File: config.mk
export PLATFORM = sky130hd
export DESIGN_NAME = dcache_port_arbiter_flat
export DESIGN_NICKNAME = d
export VERILOG_FILES = /design/src/rtl/dcache_port_arbiter_if.sv /design/src/rtl/dcache_port_arbiter.sv /design/src/flat_wrapper.sv
export SDC_FILE = /design/constraint.sdc
export NUM_CORES = 1
export LEC_CHECK = 0
export BUFFER_PORTS_ARGS = -buffer_cell sky130_fd_sc_hd__buf_2
export CAP_MARGIN = 20
export CORE_AREA = 2 2 266 268
export CTS_BUF_LIST = sky130_fd_sc_hd__clkbuf_4 sky130_fd_sc_hd__clkbuf_8
export CTS_CLUSTER_DIAMETER = 150
export DETAILED_ROUTE_END_ITERATION = 8
export DIE_AREA = 0 0 268 270
export GPL_TIMING_DRIVEN = 0
export PLACE_DENSITY = 0.35
export SLEW_MARGIN = 40
export SYNTH_ARGS = -nofsm -noshare
export SYNTH_HDL_FRONTEND = slang
export SYNTH_SLANG_ARGS = --single-unit
File: constraint.sdc
create_clock -name clk_i -period 5.3 [get_ports clk_i]
set_clock_uncertainty 0.2 [all_clocks]
set_input_delay 1.59 -clock clk_i [delete_from_list [all_inputs] [get_ports clk_i]]
set_output_delay 1.59 -clock clk_i [all_outputs]
set_load 0.03 [all_outputs]
File: src/rtl/dcache_port_arbiter_if.sv
`default_nettype none
// ----------------------------------------------------------------------------
// dcache_port_arbiter_if : requester-side and dcache-side buses of the arbiter
// Rev 1.0
// ----------------------------------------------------------------------------
interface dcache_port_arbiter_if #(
  parameter int NrPorts   = 3,
  parameter int AddrWidth = 64,
  parameter int DataWidth = 64
);
  logic [NrPorts-1:0]               req;
  logic [NrPorts*AddrWidth-1:0]     addr;
  logic [NrPorts-1:0]               we;
  logic [NrPorts*(DataWidth/8)-1:0] be;
  logic [NrPorts*DataWidth-1:0]     wdata;
  logic [NrPorts-1:0]               gnt;
  logic [NrPorts-1:0]               rvalid;
  logic [DataWidth-1:0]             rdata;

  logic                             dc_req;
  logic [AddrWidth-1:0]             dc_addr;
  logic                             dc_we;
  logic [DataWidth/8-1:0]           dc_be;
  logic [DataWidth-1:0]             dc_wdata;
  logic                             dc_gnt;
  logic                             dc_rvalid;
  logic [DataWidth-1:0]             dc_rdata;

  modport slave (
    input  req, addr, we, be, wdata,
    output gnt, rvalid, rdata,
    output dc_req, dc_addr, dc_we, dc_be, dc_wdata,
    input  dc_gnt, dc_rvalid, dc_rdata
  );

  modport master (
    output req, addr, we, be, wdata,
    input  gnt, rvalid, rdata,
    input  dc_req, dc_addr, dc_we, dc_be, dc_wdata,
    output dc_gnt, dc_rvalid, dc_rdata
  );
endinterface
`default_nettype wire

File: src/rtl/dcache_port_arbiter.sv
`default_nettype none
// ----------------------------------------------------------------------------
// dcache_port_arbiter : shares one WB dcache request port among NrPorts units,
// in-order response routing. Option: DCACHE_ARB_STARVE_GUARD_EN.
// Rev 1.0
// ----------------------------------------------------------------------------
module dcache_port_arbiter #(
  parameter int  NrPorts        = 3,
  parameter int  AddrWidth      = 64,
  parameter int  DataWidth      = 64,
  parameter int  MaxOutstanding = 7,
  localparam int PtrWidth       = $clog2(NrPorts)
) (
  input  logic                  clk_i,
  input  logic                  rst_i,
  input  logic                  flush_i,
  dcache_port_arbiter_if.slave  bus,
  output logic                  idle_o,
  output logic                  resp_err_o
);
  localparam int BeWidth  = DataWidth / 8;
  localparam int CntWidth = $clog2(MaxOutstanding + 1);
  localparam int FifoPtrW = (MaxOutstanding > 1) ? $clog2(MaxOutstanding) : 1;
  localparam logic [CntWidth-1:0] MaxCnt   = CntWidth'(MaxOutstanding);
  localparam logic [FifoPtrW-1:0] LastSlot = FifoPtrW'(MaxOutstanding - 1);
  localparam logic [PtrWidth-1:0] LastPort = PtrWidth'(NrPorts - 1);

  localparam logic [0:0] ST_IDLE   = 1'b0;
  localparam logic [0:0] ST_LOCKED = 1'b1;

  logic [0:0]          state_q, state_d;
  logic [PtrWidth-1:0] lock_idx_q, lock_idx_d;
  logic [PtrWidth-1:0] rr_ptr_q, rr_ptr_d;
  logic [PtrWidth-1:0] fifo_q [MaxOutstanding];
  logic [FifoPtrW-1:0] wr_ptr_q, rd_ptr_q;
  logic [CntWidth-1:0] count_q;
  logic                resp_err_q;

  logic [PtrWidth-1:0] rr_winner, winner, cur_idx;
  logic                rr_found, win_valid, can_lock, issue, push, pop, fifo_empty;
  int                  cand;

  always_comb begin
    rr_winner = '0;
    rr_found  = 1'b0;
    cand      = 0;
    for (int k = 0; k < NrPorts - 1; k++) begin
      cand = ((int'(rr_ptr_q) - 1 + k) % (NrPorts - 1)) + 1;
      if (!rr_found && bus.req[PtrWidth'(cand)]) begin
        rr_found  = 1'b1;
        rr_winner = PtrWidth'(cand);
      end
    end
  end

`ifdef DCACHE_ARB_STARVE_GUARD_EN
  logic [3:0]          wait_q [NrPorts];
  logic                starve_hit;
  logic [PtrWidth-1:0] starve_idx;

  always_comb begin
    starve_hit = 1'b0;
    starve_idx = '0;
    for (int p = 0; p < NrPorts; p++) begin
      if (!starve_hit && wait_q[p] == 4'hF && bus.req[p]) begin
        starve_hit = 1'b1;
        starve_idx = PtrWidth'(p);
      end
    end
  end

  always_ff @(posedge clk_i) begin
    for (int p = 0; p < NrPorts; p++) begin
      if (rst_i || bus.gnt[p]) begin
        wait_q[p] <= 4'd0;
      end else if (bus.req[p] && wait_q[p] != 4'hF) begin
        wait_q[p] <= wait_q[p] + 4'd1;
      end
    end
  end
`endif

  always_comb begin
    winner    = rr_winner;
    win_valid = rr_found;
    if (bus.req[0]) begin
      winner    = '0;
      win_valid = 1'b1;
    end
`ifdef DCACHE_ARB_STARVE_GUARD_EN
    if (starve_hit) begin
      winner    = starve_idx;
      win_valid = 1'b1;
    end
`endif
  end

  // Full check uses the registered count only, so dc_rvalid_i never reaches dc_req_o.
  assign fifo_empty = (count_q == '0);
  assign can_lock   = !rst_i && !flush_i && (state_q == ST_IDLE) && (count_q != MaxCnt) && win_valid;
  assign issue      = ((state_q == ST_LOCKED) && !rst_i) || can_lock;
  assign cur_idx    = (state_q == ST_LOCKED) ? lock_idx_q : winner;
  assign push       = issue && bus.dc_gnt;
  assign pop        = !rst_i && bus.dc_rvalid && !fifo_empty;

  assign bus.dc_req   = issue;
  assign bus.dc_addr  = bus.addr[int'(cur_idx) * AddrWidth +: AddrWidth];
  assign bus.dc_we    = bus.we[cur_idx];
  assign bus.dc_be    = bus.be[int'(cur_idx) * BeWidth +: BeWidth];
  assign bus.dc_wdata = bus.wdata[int'(cur_idx) * DataWidth +: DataWidth];
  assign bus.rdata    = bus.dc_rdata;

  always_comb begin
    bus.gnt    = '0;
    bus.rvalid = '0;
    if (push) bus.gnt[cur_idx] = 1'b1;
    if (pop)  bus.rvalid[fifo_q[rd_ptr_q]] = 1'b1;
  end

  always_comb begin
    state_d    = state_q;
    lock_idx_d = lock_idx_q;
    rr_ptr_d   = rr_ptr_q;
    if (push) begin
      state_d = ST_IDLE;
      if (cur_idx != '0) begin
        rr_ptr_d = (cur_idx == LastPort) ? PtrWidth'(1) : cur_idx + PtrWidth'(1);
      end
    end else if (can_lock) begin
      state_d    = ST_LOCKED;
      lock_idx_d = winner;
    end
  end

  always_ff @(posedge clk_i) begin
    if (rst_i) begin
      state_q    <= ST_IDLE;
      lock_idx_q <= '0;
      rr_ptr_q   <= PtrWidth'(1);
      wr_ptr_q   <= '0;
      rd_ptr_q   <= '0;
      count_q    <= '0;
      resp_err_q <= 1'b0;
    end else begin
      state_q    <= state_d;
      lock_idx_q <= lock_idx_d;
      rr_ptr_q   <= rr_ptr_d;
      resp_err_q <= bus.dc_rvalid && fifo_empty;
      if (push) begin
        fifo_q[wr_ptr_q] <= cur_idx;
        wr_ptr_q         <= (wr_ptr_q == LastSlot) ? '0 : wr_ptr_q + FifoPtrW'(1);
      end
      if (pop) begin
        rd_ptr_q <= (rd_ptr_q == LastSlot) ? '0 : rd_ptr_q + FifoPtrW'(1);
      end
      if (push && !pop) begin
        count_q <= count_q + CntWidth'(1);
      end else if (pop && !push) begin
        count_q <= count_q - CntWidth'(1);
      end
    end
  end

  assign idle_o     = (state_q == ST_IDLE) && fifo_empty;
  assign resp_err_o = resp_err_q;
endmodule
`default_nettype wire

File: src/flat_wrapper.sv
// flat-port wrapper written by rule: the top's interface ports become plain ports
module dcache_port_arbiter_flat 
#(
  parameter int  NrPorts        = 3,
  parameter int  AddrWidth      = 64,
  parameter int  DataWidth      = 64,
  parameter int  MaxOutstanding = 7,
  localparam int PtrWidth       = $clog2(NrPorts)
)
  (clk_i, rst_i, flush_i, idle_o, resp_err_o, bus_req, bus_addr, bus_we, bus_be, bus_wdata, bus_gnt, bus_rvalid, bus_rdata, bus_dc_req, bus_dc_addr, bus_dc_we, bus_dc_be, bus_dc_wdata, bus_dc_gnt, bus_dc_rvalid, bus_dc_rdata);
  dcache_port_arbiter_if #(.NrPorts(NrPorts), .AddrWidth(AddrWidth), .DataWidth(DataWidth)) bus_i ();
  input  logic clk_i;
  input  logic rst_i;
  input  logic flush_i;
  output logic idle_o;
  output logic resp_err_o;
  input wire logic [$bits(bus_i.req)-1:0] bus_req;
  input wire logic [$bits(bus_i.addr)-1:0] bus_addr;
  input wire logic [$bits(bus_i.we)-1:0] bus_we;
  input wire logic [$bits(bus_i.be)-1:0] bus_be;
  input wire logic [$bits(bus_i.wdata)-1:0] bus_wdata;
  output wire logic [$bits(bus_i.gnt)-1:0] bus_gnt;
  output wire logic [$bits(bus_i.rvalid)-1:0] bus_rvalid;
  output wire logic [$bits(bus_i.rdata)-1:0] bus_rdata;
  output wire logic [$bits(bus_i.dc_req)-1:0] bus_dc_req;
  output wire logic [$bits(bus_i.dc_addr)-1:0] bus_dc_addr;
  output wire logic [$bits(bus_i.dc_we)-1:0] bus_dc_we;
  output wire logic [$bits(bus_i.dc_be)-1:0] bus_dc_be;
  output wire logic [$bits(bus_i.dc_wdata)-1:0] bus_dc_wdata;
  input wire logic [$bits(bus_i.dc_gnt)-1:0] bus_dc_gnt;
  input wire logic [$bits(bus_i.dc_rvalid)-1:0] bus_dc_rvalid;
  input wire logic [$bits(bus_i.dc_rdata)-1:0] bus_dc_rdata;
  assign bus_i.req = bus_req;
  assign bus_i.addr = bus_addr;
  assign bus_i.we = bus_we;
  assign bus_i.be = bus_be;
  assign bus_i.wdata = bus_wdata;
  assign bus_gnt = bus_i.gnt;
  assign bus_rvalid = bus_i.rvalid;
  assign bus_rdata = bus_i.rdata;
  assign bus_dc_req = bus_i.dc_req;
  assign bus_dc_addr = bus_i.dc_addr;
  assign bus_dc_we = bus_i.dc_we;
  assign bus_dc_be = bus_i.dc_be;
  assign bus_dc_wdata = bus_i.dc_wdata;
  assign bus_i.dc_gnt = bus_dc_gnt;
  assign bus_i.dc_rvalid = bus_dc_rvalid;
  assign bus_i.dc_rdata = bus_dc_rdata;
  dcache_port_arbiter #(.NrPorts(NrPorts), .AddrWidth(AddrWidth), .DataWidth(DataWidth), .MaxOutstanding(MaxOutstanding)) u_core (.clk_i(clk_i), .rst_i(rst_i), .flush_i(flush_i), .bus(bus_i), .idle_o(idle_o), .resp_err_o(resp_err_o));
endmodule
==> results.ini <==
[placement]
placed_area_um2=8400
io_buffers=627
gp_congestion=0.937
hpwl_um=33200
place_inst=2085

[worst_setup_path]
cp.arrival_ns=3.56
cp-start-kind=input port
slowest_delay_ns=0.75
crit_chain=buf_6, o21a_4, nor2_2, o31a_1, buf_6, buf_12, buf_12, a222oi_1, inv_1, buf_6
critical_path_class=input port to output port
critPathBufInv=6
worstPathRequired_ns=3.51
crit_top_cell=buf_6
path_max_fanout=5
endpoint_kind=output port
slowest_stage=a222oi_1
cp_top_family=compound AO/OA/AOI/OAI gates

[power]
ir_worst_vdd_mv=0.0964
clkPwrFrac=0.122
swShare=0.503
p_seq_frac=0.181
fin_total_pwr_mw=1.55
p_sw_mw=0.779
p_int_mw=0.770
total_leakage_power_nw=4.80
p_per_area_nw_per_um2=176
combinationalPowerShare=0.697

[timing]
tightestPinTransition_ns=0.848
slew_viol_final=0
timing.final.ws_setup_ns=-0.0460
rsz0062_at_grt=true
final_hold_viol_count=0
setup_viol=3
period_share=1.01
slew-limit-headroom=0.435
fin_crit_ns=5.35
fmax_mhz=187

[floorplan]
fp-row-count=97
die_w_um=268
core_um2=69500
die_y_um=270
fp.dieArea_um2=72400
start_util=0.0586
top_level_ports=693

[logic_synthesis]
syn-mean-instance-area_um2=7.89
yosysSeqAreaShare=0.192
synth_top_area_share=0.337
syn_inst=516
ys.flop_type=dfxtp_1
synth_fp_nets=1001
synth_area_leader_cell=a222oi_1
netlist_area_um2=4070
ys_top_cells_by_count=inv_1 (142), a222oi_1 (137), buf_4 (65)
synth_most_common_cell=inv_1
synthDistinctLibCells=39
synth_area_leaders=a222oi_1 (34%), inv_1 (13%), buf_4 (12%), edfxtp_1 (10%), dfxtp_1 (8.8%)
ys_ff_latch=32
synth_edf_count=14
ys_async_sr_fraction=0
yosys_warnings=0

[layout]
instances_no_fill=2110
final_cell_area_um2=8820
area_delta_synth_final_pct=117
drive_above_1_share=0.660
nets=1649

[global_route]
grt_pass1_vias=7040
grt_max_degree=13
grt_overflow=0
antenna_found_initial=10
grt_pass1_wl_um=48400
grtUsageTotal=0.0934

[clock_tree]
clkTransAtPathRegs_ns=0.07
clock_path_buffers=2
clkSinkCount=32
clk_latency_ns=0.28
cts_hold_buf=0
htreeDepth=2
cts-root-buf=clkbuf_8
cts_tree=done
cts_made_buffers=5

[hold_path]
hold_class=register to register

[detailed_routing]
via_count=7083
vias_per_cell=3.36
ant_nets=0
dr.pass1.iters=9
wl_per_cell_um=17.9
wl_um=37800
drt_iter0_drc=882
drc=0

[run]
max_cap_viol_count=0

[status]
failed_checks=negative setup slack
status=finished with violations

## kinds of logic (layout without fill, tap and decap cells)
kind of cell,Yosys count,after routing,share of synthesized area
buffers and inverters,258,907,0.326
AOI/OAI and AO/OA,166,166,0.381
and+or+nand+nor,47,47,0.0602
DFF,32,32,0.192
muxes,9,9,0.0289
adders and majority gates,2,2,0.00799
xor gates and xnor gates,2,2,0.00430
other,0,5,0
## final timing paths
path | cells past startpoint | slack, ns | from | to
min | 2 | 0.31 | u_core.rr_ptr_q[0]$_SDFFE_PP1P_ | u_core.rr_ptr_q[0]$_SDFFE_PP1P_
max | 10 | -0.05 | bus_req[2] | bus_dc_addr[16]
max reg2reg | 11 | 2.62 | u_core.rr_ptr_q[0]$_SDFFE_PP1P_ | u_core.count_q[2]$_SDFFE_PP0P_
min reg2reg | 2 | 0.31 | u_core.rr_ptr_q[0]$_SDFFE_PP1P_ | u_core.rr_ptr_q[0]$_SDFFE_PP1P_
## state kept, by name (all words and copies together), names as in the netlist, named ones only
name,flops
u_core.wr_ptr_q,3
u_core.rd_ptr_q,3
u_core.lock_idx_q,2
u_core.fifo_q,14
u_core.resp_err_o,1
u_core.state_q,1
u_core.rr_ptr_q,2
u_core.count_q,3
## tightest hold or removal path: cells and delay by family (launching register included)
family | cells | cell delay, ns
AOI/OAI and AO/OA | 1 | 0.08
DFF | 1 | 0.34
and+or+nand+nor | 1 | 0.05
## timing repair
item	in CTS	in global routing
endpoints found under the setup margin	122	38
resized for setup	31	36
setup buffers	4	7
pin swaps	13	13
cloned	0	1
## area by class of cell
| class | instances | area, µm² |
|---|---|---|
| Antenna cell | 5 | 12.5 |
| Buffer | 115 | 892 |
| Clock buffer | 5 | 68.8 |
| Clock inverter | 3 | 23.8 |
| Fill cell | 8138 | 60700 |
| Inverter | 143 | 537 |
| Multi-Input combinational cell | 226 | 2000 |
| Sequential cell | 32 | 781 |
| Tap cell | 940 | 1180 |
| Timing Repair Buffer | 641 | 3330 |
## power groups by stage
stage / combinational (mW) / clock, mW / sequential, mW
5_1_grt: 1.15 / 0.204 / 0.282
3_3_place_gp: 1.05 / 0 / 0.285
4_1_cts: 1.07 / 0.196 / 0.280
6_report: 1.08 / 0.189 / 0.280
3_5_place_dp: 1.05 / 0 / 0.285
2_1_floorplan: 0.591 / 0 / 0.285
## routing by layer
| metal | vias up | global-route usage | routed length [µm] |
|---|---|---|---|
| li1 | 3244 | - | - |
| met1 | 3327 | 0.110 | 14700 |
| met2 | 478 | 0.170 | 19100 |
| met3 | 34 | 0.0199 | 3140 |
| met4 | 0 | 0.0235 | 842 |
| met5 | - | 0 | 0 |
## placed cells by master (no fill, tap or decap), drive strengths merged, types with 3 or more instances in the layout
cell type | Yosys | final
buf | 103 | 739
inv | 143 | 143
a222oi | 137 | 137
clkbuf | 12 | 22
dfxtp | 18 | 18
edfxtp | 14 | 14
nor2 | 12 | 12
nand2 | 11 | 11
o21ai | 11 | 11
a21oi | 6 | 6
diode | 0 | 5
mux2i | 5 | 5
nor3b | 5 | 5
nor3 | 4 | 4
and2 | 3 | 3
## through the flow
| stage | setup slack (ns) | utilization | hold slack, ns | TNS, ns |
|---|---|---|---|---|
| 2_1_floorplan | 0.627 | - | 0.257 | 0 |
| 3_3_place_gp | -0.992 | 0.121 | 0.281 | -82.07 |
| 3_5_place_dp | -0.558 | 0.121 | 0.281 | -32.84 |
| 4_1_cts | -0.0587 | 0.124 | 0.294 | -0.101 |
| 5_1_grt | -0.0332 | 0.127 | 0.337 | -0.156 |
| 6_report | -0.0460 | 0.127 | 0.306 | -0.108 |
(Power assumes the default switching activity.)
